<file path="src/rtl/instr_fetch.sv">
// Fetch stage: turns the PC into synchronous program-memory reads and hands words plus PC to decode.
// Latency: PC presented in cycle t gives instr_valid in cycle t+2 when the buffer is empty; one word per cycle sustained.
// Backpressure: a 2-entry buffer absorbs stalls; issue (and pc_en) stop when buffered plus in-flight words would exceed 2.
// Optional build macro INSTR_FETCH_STATS_EN adds stall_cnt/stats_clr for counting cycles blocked by a full buffer.
module instr_fetch #(
  parameter int ADDR_W    = 10,
  parameter int DATA_W    = 16,
  parameter int BUF_DEPTH = 2
) (
  input  logic              clk50m,
  input  logic              rst_n,
  input  logic              run,
  input  logic              flush,
  input  logic [ADDR_W-1:0] pc,
  output logic              pc_en,
  output logic              mem_rd,
  output logic [ADDR_W-1:0] mem_addr,
  input  logic [DATA_W-1:0] mem_rdata,
  output logic [DATA_W-1:0] instr,
  output logic [ADDR_W-1:0] instr_pc,
  output logic              instr_valid,
  input  logic              instr_ready
`ifdef INSTR_FETCH_STATS_EN
  ,
  input  logic              stats_clr,
  output logic [15:0]       stall_cnt
`endif
);

  // Occupancy limit: one word may be in flight while another is held.
  localparam logic [2:0] LP_DEPTH = 3'(BUF_DEPTH);

  // Buffer head (drives decode directly) and the second entry behind it.
  logic [DATA_W-1:0] r_head_dat;
  logic [ADDR_W-1:0] r_head_pc;
  logic              r_head_vld;
  logic [DATA_W-1:0] r_b1_dat;
  logic [ADDR_W-1:0] r_b1_pc;
  logic [1:0]        r_cnt;

  // One outstanding memory read and the PC it was issued for.
  logic              r_inflight;
  logic [ADDR_W-1:0] r_inflight_pc;

  logic              w_pop;
  logic              w_push;
  logic [2:0]        w_occ;
  logic              w_room;
  logic              w_issue;
  logic [1:0]        w_slot;
  logic [1:0]        w_cnt_nxt;

  // Handshake terms. pop implies r_cnt >= 1, so the occupancy never underflows.
  // Issue is also gated by rst_n so the counter never advances while held in reset.
  always_comb begin
    w_pop     = r_head_vld & instr_ready;
    w_push    = r_inflight & ~flush;
    w_occ     = {1'b0, r_cnt} + {2'b00, r_inflight} - {2'b00, w_pop};
    w_room    = (w_occ < LP_DEPTH);
    w_issue   = rst_n & run & ~flush & w_room;
    w_slot    = r_cnt - {1'b0, w_pop};
    w_cnt_nxt = r_cnt + {1'b0, w_push} - {1'b0, w_pop};
  end

  assign pc_en       = w_issue;
  assign mem_rd      = w_issue;
  assign mem_addr    = rst_n ? pc : '0;
  assign instr       = r_head_dat;
  assign instr_pc    = r_head_pc;
  assign instr_valid = r_head_vld;

  // Track the outstanding read; a flush cycle never issues, so the returning word is forgotten.
  always_ff @(posedge clk50m or negedge rst_n) begin
    if (!rst_n) begin
      r_inflight    <= 1'b0;
      r_inflight_pc <= '0;
    end else begin
      r_inflight <= w_issue;
      if (w_issue) begin
        r_inflight_pc <= pc;
      end
    end
  end

  // Buffer update: shift entry 1 forward on pop, write the returning word at the tail slot.
  always_ff @(posedge clk50m or negedge rst_n) begin
    if (!rst_n) begin
      r_cnt      <= 2'd0;
      r_head_vld <= 1'b0;
      r_head_dat <= '0;
      r_head_pc  <= '0;
      r_b1_dat   <= '0;
      r_b1_pc    <= '0;
    end else if (flush) begin
      // Redirect: everything buffered is stale; data regs keep their last value.
      r_cnt      <= 2'd0;
      r_head_vld <= 1'b0;
    end else begin
      r_cnt      <= w_cnt_nxt;
      r_head_vld <= (w_cnt_nxt != 2'd0);
      if (w_pop && (r_cnt == 2'd2)) begin
        r_head_dat <= r_b1_dat;
        r_head_pc  <= r_b1_pc;
      end
      // With two entries occupied there is never a word in flight, so the slot is 0 or 1.
      if (w_push) begin
        if (w_slot == 2'd0) begin
          r_head_dat <= mem_rdata;
          r_head_pc  <= r_inflight_pc;
        end else begin
          r_b1_dat <= mem_rdata;
          r_b1_pc  <= r_inflight_pc;
        end
      end
    end
  end

`ifdef INSTR_FETCH_STATS_EN
  logic w_stall;

  always_comb begin
    w_stall = run & ~flush & ~w_room;
  end

  // Saturating count of cycles where fetch wanted to run but the buffer was full; clear wins.
  always_ff @(posedge clk50m or negedge rst_n) begin
    if (!rst_n) begin
      stall_cnt <= 16'h0000;
    end else if (stats_clr) begin
      stall_cnt <= 16'h0000;
    end else if (w_stall && (stall_cnt != 16'hFFFF)) begin
      stall_cnt <= stall_cnt + 16'h0001;
    end
  end
`endif

endmodule

</file>
<file path="config.mk">
export PLATFORM = sky130hd
export DESIGN_NAME = instr_fetch
export DESIGN_NICKNAME = d
export VERILOG_FILES = /design/src/rtl/instr_fetch.sv
export SDC_FILE = /design/constraint.sdc
export NUM_CORES = 1
export LEC_CHECK = 0
export ABC_AREA = 1
export BUFFER_PORTS_ARGS = -buffer_cell sky130_fd_sc_hd__buf_2
export CAP_MARGIN = 20
export CELL_PAD_IN_SITES_DETAIL_PLACEMENT = 0
export CELL_PAD_IN_SITES_GLOBAL_PLACEMENT = 1
export CORE_MARGIN = 3
export CORE_UTILIZATION = 40
export CTS_CLUSTER_DIAMETER = 50
export DETAILED_ROUTE_END_ITERATION = 10
export PLACE_DENSITY_LB_ADDON = 0.1
export SLEW_MARGIN = 10
export SYNTH_ARGS = -nofsm -noshare
export SYNTH_HDL_FRONTEND = slang
export SYNTH_SLANG_ARGS = --single-unit
</file>
<file path="constraint.sdc">
create_clock -name clk50m -period 2.75 [get_ports clk50m]
set_input_delay 0.4125 -clock clk50m [delete_from_list [all_inputs] [get_ports clk50m]]
set_output_delay 0.4125 -clock clk50m [all_outputs]
set_load 0.02 [all_outputs]
</file>
### After elaboration in Yosys (flattened, before gate mapping)

Cells that the tools add are included.

* bits in writable memories: 0
* output and inout bits: 39
* input bits: 31
* memory bits (read-only): 0
* memories kept: 0
* word-level logic and storage cells: 35
* latch bits: 0
* bits in registers: 66

* divide/modulo/power cells: 0
* $lt $le $gt $ge: 1
* $add $sub $neg: 5
* bitwise gates (word level): 7
* multiplexer cells: 9
* shift operators: 0
* reduce and logical (&&, ||, !) cells: 4
* $mul: 0
* eq/ne operators: 1

Operators by type and width (number)
* 16-bit two-way mux: 3
* 10-bit two-way mux: 4
* 1-bit bitwise AND: 5
* 2-bit by 1-bit subtractor with 2-bit output: 2
* 2-bit by 1-bit adder with 3-bit output: 1
* 3-bit by 2-bit less-than comparator with 1-bit output, second input constant: 1
* 3-bit AND reduction: 1
* 3-bit by 1-bit subtractor with 3-bit output: 1
* 2-bit by 1-bit adder with 2-bit output: 1
* 2-bit equality test, second input constant: 1
* 2-bit zero test: 1
* 2-bit two-way mux: 1
* 1-bit inverter: 2
* 2-bit nonzero test: 1
* 1-bit logical AND: 1
* 1-bit two-way mux: 1

### Logic depth before layout (Yosys ltp)

Gate-level depths: netlist of the first run.

* depth after elaboration: 6
* depth in mapped cells: 13
* gate-level depth less buffers: 11

### Least setup slack after synthesis of the first run

No wires, ideal clock.

* path kind: reg-to-output
* start: reg r_head_vld (netlist: instr_valid)
* end: out pc_en
* path slack: 0.046 ns
* data required time: 2.338 ns
* arrival: 2.292 ns
* buffers on the path: 3
* stages on the path, launching flop included: 13
* path through: dfrtp_1 -> nand2_2 -> inv_2 -> buf_2 -> nor2_1 -> o21ai_0 -> fa_1 -> nand2_1 -> nor2_1 -> nand2_2 -> inv_1 -> buf_2 -> buf_4

* longest elaborated chain between the ends: 4

RTL lines
* start: declaration: RTL line 36 `logic r_head_vld;`
* start signal: assignment: RTL line 100 `r_head_vld <= (w_cnt_nxt != 2'd0);`
* 1-bit bitwise AND: RTL line 56 `w_pop = r_head_vld & instr_ready;`
* 3-bit by 1-bit subtractor with 3-bit output: RTL line 58 `w_occ = {1'b0, r_cnt} + {2'b00, r_inflight} - {2'b00, w_pop};`
* 3-bit by 2-bit less-than comparator with 1-bit output: RTL line 59 `w_room = (w_occ < LP_DEPTH);`
* 1-bit bitwise AND: RTL line 60 `w_issue = rst_n & run & ~flush & w_room;`
* end: declaration: RTL line 15 `output logic pc_en,`

Every way passes these cells.

### Worst setup path in the final report of the first run

* start: reg r_head_vld (netlist: instr_valid)
* end: out mem_rd

* longest elaborated chain between the ends: 4

RTL lines
* 1-bit bitwise AND: RTL line 56
* 3-bit by 1-bit subtractor with 3-bit output: RTL line 58
* 3-bit by 2-bit less-than comparator with 1-bit output: RTL line 59
* 1-bit bitwise AND: RTL line 60
* end: declaration: RTL line 16 `output logic mem_rd,`

Every way passes these cells.

==> run summary, run 1 <==
CRITICAL PATH
-------------------------------------------------------------------------------------------------
Logic depth of the worst register-to-register path .................................           11
Kind of end point of the critical path .............................................  output port
Worst Path Class, Setup ............................................................ register to output port
Worst path buffer plus inverter count ..............................................            3
Worst R2R End ...................................................................... r_inflight_pc[9]
Launching point of the worst reg2reg path ..........................................  instr_valid
Required time of the worst setup path ..............................................      2.34 ns
Cell type of the slowest stage on the worst timing path ............................ sky130_fd_sc_hd__fa_1
Slack of the worst reg-to-reg path .................................................      0.67 ns
Arrival time of data at the critical path endpoint .................................      2.19 ns
Cells traversed along the worst timing path ........................................ nand2_2, inv_2, nor2_1, o21ai_0, fa_1, nand2_1, nor2_1, nand2_2, inv_1, buf_2
Max incr delay on CP ...............................................................      0.50 ns
Largest delay contributor family on the critical path .............................. simple AND/OR/NAND/NOR gates
Crit start category ................................................................     register
Crit Path Max Fanout ...............................................................            7

CTS
-------------------------------------------------------------------------------------------------
CTS root buffer .................................................................... sky130_fd_sc_hd__clkbuf_8
CTS buffer count ...................................................................            9
H-tree lvl count ...................................................................            3
Clock tree from TritonCTS ..........................................................          yes
Clk slew on worst S/H paths ........................................................      0.08 ns
Total number of clock tree sinks ...................................................           66
Maximum root-to-sink buffer count ..................................................            2
Later-pin clock latency in the skew report .........................................      0.34 ns

WORST HOLD PATH
-------------------------------------------------------------------------------------------------
Worst min-delay path class ......................................................... input pin to register
Hold Path Origin ...................................................................        pc[7]
Hold EP ............................................................................ r_inflight_pc[7]
Number of cells on the worst hold path .............................................            3

PWR
-------------------------------------------------------------------------------------------------
Total power density per cell area ..................................................  966 nW/um^2
Worst supply voltage drop on vdd ...................................................     0.394 mV
Leak ...............................................................................      2.26 nW

PLACE
-------------------------------------------------------------------------------------------------
Count of input and output buffers ..................................................           69
Half-perimeter wire length of the detailed placement result ........................ 5230 microns
Placer's final routability congestion estimate .....................................        0.760
# placed instances .................................................................          587
Placement Cell Area ................................................................   3740 sq um

DRT
-------------------------------------------------------------------------------------------------
Via-per-instance ratio .............................................................         4.80
Detail Route Antenna Nets ..........................................................            0
Routed wire length ................................................................. 8300 microns
Number of optimization iterations in the first detailed-route pass .................            4
Number of remaining DRC errors .....................................................            0
Routed length on met2 .............................................................. 3640 microns
Met1 WL ............................................................................ 4120 microns
Number of vias after detailed routing ..............................................         2918
Initial DRC Count ..................................................................          141
Wire length on met3 ................................................................  460 microns
Highest routing layer actually used ................................................         met4
Detail-routed net length per standard cell ......................................... 13.6 microns

SYNTHESIS
-------------------------------------------------------------------------------------------------
Post-Synthesis Cells ...............................................................          431
Cell area after synthesis ..........................................................   3340 sq um
EDFF count, synth ..................................................................            0
Post-Syn Area per Cell .............................................................   7.76 sq um
Cell type with the largest total area after synthesis .............................. sky130_fd_sc_hd__dfrtp_1
Most frequently used flop master after synthesis ................................... sky130_fd_sc_hd__dfrtp_1
Net count after synthesis ..........................................................          464
Yosys warns ........................................................................            0
Synthesis-stage register bit count .................................................           66
Number of distinct library cell variants in the gate-level netlist after synthesis .           24
Fraction of registers with async set or reset after synthesis ......................         1.00
Share of the yosys chip area belonging to registers ................................        0.494
Synth top area cells ............................................................... sky130_fd_sc_hd__dfrtp_1 49%, sky130_fd_sc_hd__nand2_1 18%, sky130_fd_sc_hd__nand3_1 10%
Proportion of netlist area held by the largest area contributor ....................        0.494

GLOBAL ROUTING
-------------------------------------------------------------------------------------------------
First-pass GRT wire length ......................................................... 14200 microns
Vias in the first global route .....................................................         2829
Overall routing resource usage .....................................................        0.185
Number of antenna violations at the first check in global routing ..................            0
Maximum number of pins on one net before global-route repair .......................           55
Leftover overflow at the end of global routing .....................................            0

FLOORPLAN
-------------------------------------------------------------------------------------------------
Die span in y ...................................................................... 97.4 microns
Num ports ..........................................................................           70
Initial core utilization ...........................................................        0.422
Die Wd ............................................................................. 97.4 microns
Floorplan core area ................................................................   7930 sq um
Die outline area ...................................................................   9490 sq um
Cell Rows ..........................................................................           32

STA
-------------------------------------------------------------------------------------------------
Maximum clock frequency ............................................................    0.385 GHz
Worst clock skew ...................................................................   0.00903 ns
Worst Max-Slew Pin Slew ............................................................     0.699 ns
Number of hold violations in the final report ......................................            0
Slew Viols, Final ..................................................................            0
Min Clock Period, post-route .......................................................      2.60 ns
Final setup violating endpoints ....................................................            0
Worst slew margin relative to its limit ............................................        0.534
Final period utilization ...........................................................        0.945

FINAL LAYOUT
-------------------------------------------------------------------------------------------------
Area added between synthesis and finish ............................................        18.2%
Antenna diode count ................................................................            0
Post-route non-filler standard cell count ..........................................          608
Most frequent standard cell in the layout excluding fill and tap cells ............. sky130_fd_sc_hd__nand2_1
Proportion of layout cells with a drive suffix above 1 .............................        0.235
Commonest non-fill, non-tap cells in the layout .................................... 160 x sky130_fd_sc_hd__nand2_1, 68 x sky130_fd_sc_hd__buf_2, 67 x sky130_fd_sc_hd__nand3_1
Net total in the final layout ......................................................          534
Total non-filler cell area in the finished layout ..................................   3950 sq um

JOB
-------------------------------------------------------------------------------------------------
Max-capacitance violation count ....................................................            0

OUTCOME
-------------------------------------------------------------------------------------------------
Run status .........................................................................    completed

[cell usage after synthesis, types with 4 or more instances]
library cell / instances
sky130_fd_sc_hd__nand2_1: 160
sky130_fd_sc_hd__nand3_1: 67
sky130_fd_sc_hd__dfrtp_1: 66
sky130_fd_sc_hd__inv_1: 38
sky130_fd_sc_hd__nor2_1: 18
sky130_fd_sc_hd__o21ai_0: 18
sky130_fd_sc_hd__a21oi_1: 9
sky130_fd_sc_hd__buf_2: 7
sky130_fd_sc_hd__buf_4: 6
sky130_fd_sc_hd__a21oi_2: 5
sky130_fd_sc_hd__clkbuf_1: 5
sky130_fd_sc_hd__inv_2: 5
sky130_fd_sc_hd__nand4_1: 5
sky130_fd_sc_hd__nand2_2: 4
[kinds of logic (layout without fill, tap and decap cells)]
kind of cell             Yosys count  in the layout  share of synthesized area
AO/OA/AOI/OAI                     36             36                     0.0662
adder cells (fa/ha/maj)            2              2                    0.00973
XOR/XNOR                           3              3                    0.00786
flip-flops                        66             66                      0.494
AND/OR/NAND/NOR                  258            258                      0.332
buffers and inverters             66            141                     0.0902
[timing repair]
action                                  4_1_cts  5_1_grt
hold buffers                                  1        0
buffers inserted                              0        4
hold endpoints to repair                     12        0
endpoints found under the setup margin        0        2
gates resized for setup                       0        1
[worst max-delay path by stage]
stage,slack [ns],depth (start not counted),from,endpoint
finish,0.15,10,instr_valid,mem_rd
global placement,0.33,10,instr_ready,pc_en
floorplan,0.05,12,instr_valid,pc_en
CTS,0.07,9,instr_valid,mem_rd
global route,-0.004,9,instr_valid,mem_rd
detailed placement,0.32,10,instr_ready,mem_rd
[layer usage]
layer | vias to the layer above | track usage
li1 | 1499 | -
met1 | 1335 | 0.270
met2 | 77 | 0.274
met3 | 7 | 0.0467
met4 | 0 | 0.0522
met5 | - | 0
[tightest hold or removal path: stages]
cell                      delay [ns]
sky130_fd_sc_hd__buf_2          0.09
sky130_fd_sc_hd__nand2_1        0.05
sky130_fd_sc_hd__nand2_1        0.04
[stage by stage]
step                utilization  setup slack (ns)  hold slack, ns  setup TNS, ns  power (mW)
CTS                       0.495            0.0708           0.262              0        3.84
global placement          0.472             0.333           0.317              0        3.06
floorplan                     -            0.0455           0.117              0        2.64
finish                    0.499             0.152           0.274              0        3.82
global route              0.499          -0.00425           0.278       -0.00516        4.16
detailed placement        0.472             0.321           0.317              0        3.10
[area by class of cell]
| class | instances | area [sq um] |
|---|---|---|
| clock buffer | 11 | 141 |
| clock inverter | 5 | 30.0 |
| multi-input combinational | 299 | 1390 |
| inverter | 43 | 161 |
| tap | 102 | 128 |
| timing repair buffer | 82 | 448 |
| sequential | 66 | 1650 |
| fill | 839 | 3970 |
[state kept, by name, summed over array words and instances, names as in the netlist]
signal	count
instr	16
r_b1_dat	16
instr_pc	10
r_b1_pc	10
r_inflight_pc	10
r_cnt	2
instr_valid	1
r_inflight	1
[power by group]
part,leakage (nW),total (mW),switching (mW),internal (mW)
combinational,1.35,1.43,0.911,0.523
sequential,0.822,1.65,0.273,1.37
clock,0.0851,0.738,0.390,0.347
total,2.26,3.82,1.57,2.25
(Power assumes the default switching activity.)
==> inputs of run 2 (changes only) <==
--- a/config.mk
+++ b/config.mk
@@ -15,2 +15,3 @@
 export CTS_CLUSTER_DIAMETER = 50
+export CTS_CLUSTER_SIZE = 25
 export DETAILED_ROUTE_END_ITERATION = 10
--- a/constraint.sdc
+++ b/constraint.sdc
@@ -3,2 +3,2 @@
 set_output_delay 0.4125 -clock clk50m [all_outputs]
-set_load 0.02 [all_outputs]
+set_load 0.01 [all_outputs]
==> run 2 against run 1 <==
Net effect: sequential power about the same; core utilization down 0.27 points; count of clock-buffer cells in the layout up 2; critical path depth down 1; global-route usage down 0.19 points; sequential cell count unchanged; routed wire length up 0.58%; largest cell class unchanged; cell area down 0.54%; clock power down 3.3%; non-clock buffer count down 2.
==> run summary, run 2 (synthesized netlist as in run 1, its figures left out) <==
PWR
-------------------------------------------------------------------------------------
Final Total Pwr ........................................................      3.64 mW
Total power density per cell area ......................................  927 nW/um^2
Leak ...................................................................      2.25 nW
Worst supply voltage drop on vdd .......................................     0.365 mV

CRITICAL PATH
-------------------------------------------------------------------------------------
Max incr delay on CP ...................................................      0.50 ns
Kind of end point of the critical path .................................  output port
Worst Path Class, Setup ................................................ register to output port
Required time of the worst setup path ..................................      2.34 ns
Cells traversed along the worst timing path ............................ nand2_2, nor2_1, o21ai_0, fa_1, nand2_1, nor2_1, nand2_2, clkinvlp_4, buf_2
Crit start category ....................................................     register
Arrival time of data at the critical path endpoint .....................      2.16 ns
Cell type of the slowest stage on the worst timing path ................ sky130_fd_sc_hd__fa_1
Slack of the worst reg-to-reg path .....................................      0.71 ns
Crit Path Max Fanout ...................................................            9

PLACE
-------------------------------------------------------------------------------------
Count of input and output buffers ......................................           69
Placer's final routability congestion estimate .........................        0.749
Half-perimeter wire length of the detailed placement result ............ 5310 microns

STA
-------------------------------------------------------------------------------------
Worst Max-Slew Pin Slew ................................................     0.697 ns
Min Clock Period, post-route ...........................................      2.57 ns
Final setup violating endpoints ........................................            0
Worst slew margin relative to its limit ................................        0.535
Slew Viols, Final ......................................................            0
Worst clock skew .......................................................    0.0109 ns
Maximum clock frequency ................................................    0.389 GHz
Final period utilization ...............................................        0.934
Number of hold violations in the final report ..........................            0
Setup repair after global routing missed its margin ....................        false
TNS Setup ..............................................................         0 ns
Post-Route Hold Slack ..................................................     0.283 ns

DRT
-------------------------------------------------------------------------------------
Detail-routed net length per standard cell ............................. 13.8 microns
Number of remaining DRC errors .........................................            0
Detail Route Antenna Nets ..............................................            0
Initial DRC Count ......................................................          129
Via-per-instance ratio .................................................         4.82
Number of optimization iterations in the first detailed-route pass .....            4
Routed wire length ..................................................... 8350 microns
Number of vias after detailed routing ..................................         2918

CTS
-------------------------------------------------------------------------------------
Clk slew on worst S/H paths ............................................      0.07 ns
Post-CTS Setup Repair Bufs .............................................            0
CTS root buffer ........................................................ sky130_fd_sc_hd__clkbuf_8
Total number of clock tree sinks .......................................           66
Maximum root-to-sink buffer count ......................................            2
Clock tree from TritonCTS ..............................................          yes
Later-pin clock latency in the skew report .............................      0.34 ns
CTS buffer count .......................................................            9
H-tree lvl count .......................................................            3

GLOBAL ROUTING
-------------------------------------------------------------------------------------
Overall routing resource usage .........................................        0.184
First-pass GRT wire length ............................................. 14100 microns
Leftover overflow at the end of global routing .........................            0
Maximum number of pins on one net before global-route repair ...........           54
Vias in the first global route .........................................         2819
Number of antenna violations at the first check in global routing ......            0

FLOORPLAN
-------------------------------------------------------------------------------------
Floorplan core area ....................................................   7930 sq um
Num ports ..............................................................           70
Cell Rows ..............................................................           32
Initial core utilization ...............................................        0.422
Die span in y .......................................................... 97.4 microns
Die Wd ................................................................. 97.4 microns
Die outline area .......................................................   9490 sq um

WORST HOLD PATH
-------------------------------------------------------------------------------------
Worst min-delay path class ............................................. input pin to register

FINAL LAYOUT
-------------------------------------------------------------------------------------
Commonest non-fill, non-tap cells in the layout ........................ 160 x sky130_fd_sc_hd__nand2_1, 68 x sky130_fd_sc_hd__buf_2, 67 x sky130_fd_sc_hd__nand3_1
Most frequent standard cell in the layout excluding fill and tap cells . sky130_fd_sc_hd__nand2_1
Net total in the final layout ..........................................          532
Proportion of layout cells with a drive suffix above 1 .................        0.228
Antenna diode count ....................................................            0
Area added between synthesis and finish ................................        17.6%

JOB
-------------------------------------------------------------------------------------
Max-capacitance violation count ........................................            0

OUTCOME
-------------------------------------------------------------------------------------
Run status .............................................................    completed

[run 2: cell types whose count changed in the layout (fill, tap and decap cells not counted)]
cell | before | now
sky130_fd_sc_hd__nor2_2 | 1 | 0
sky130_fd_sc_hd__clkbuf_1 | 1 | 3
sky130_fd_sc_hd__inv_1 | 38 | 37
sky130_fd_sc_hd__clkinvlp_4 | 2 | 1
sky130_fd_sc_hd__buf_4 | 13 | 11
sky130_fd_sc_hd__nor2_1 | 17 | 18
[run 2: worst max-delay path: cells and delay by family, from the launching register on]
kind / cells / cell delay, ns
flip-flops: 1 / 0.36
buffers and inverters: 2 / 0.29
AND/OR/NAND/NOR: 5 / 0.54
adder cells (fa/ha/maj): 1 / 0.50
AO/OA/AOI/OAI: 1 / 0.14
[run 2: stage by stage]
step | area, sq um | setup WS (ns) | utilization | std cells
after floorplan | 3340 | 0.173 | - | 431
after global placement | 3750 | 0.334 | 0.474 | 589
after detailed placement | 3750 | 0.302 | 0.474 | 589
after CTS | 3930 | 0.0626 | 0.496 | 606
after global routing | 3930 | 0.0477 | 0.496 | 606
final | 3930 | 0.182 | 0.496 | 606
[run 2: repair_timing]
action,4_1_cts,5_1_grt
hold buffers,1,0
hold endpoints to repair,13,0
setup endpoints to repair,0,2
gates resized for setup,0,1
[run 2: worst paths after layout]
check	startpoint	end	cells after the start
min	pc[7]	r_inflight_pc[7]	3
min in group asynchronous	rst_n	r_inflight_pc[9]	2
max in group asynchronous	rst_n	r_cnt[1]	3
max	instr_valid	mem_rd	9
max reg2reg	instr_valid	r_inflight_pc[9]	11
min reg2reg	r_b1_dat[11]	r_b1_dat[11]	2
[run 2: cell type report]
class	instances	area, sq um
inverter	43	165
tap	102	128
clock buffer	13	149
timing repair buffer	80	433
multi-input combinational	299	1390
fill	810	4000
clock inverter	3	15.0
sequential	66	1650
[run 2: power by group]
part | switching (mW) | internal (mW) | total (mW)
Clock | 0.365 | 0.349 | 0.714
Combinational | 0.758 | 0.517 | 1.28
Sequential | 0.280 | 1.38 | 1.66
[run 2: layer usage]
metal,up-vias,part of all wire,GRT usage
met2,79,0.44,0.276
met1,1336,0.50,0.266
met3,11,0.049,0.0302
met4,0,0.0095,0.0682
met5,-,0,0
li1,1492,-,-
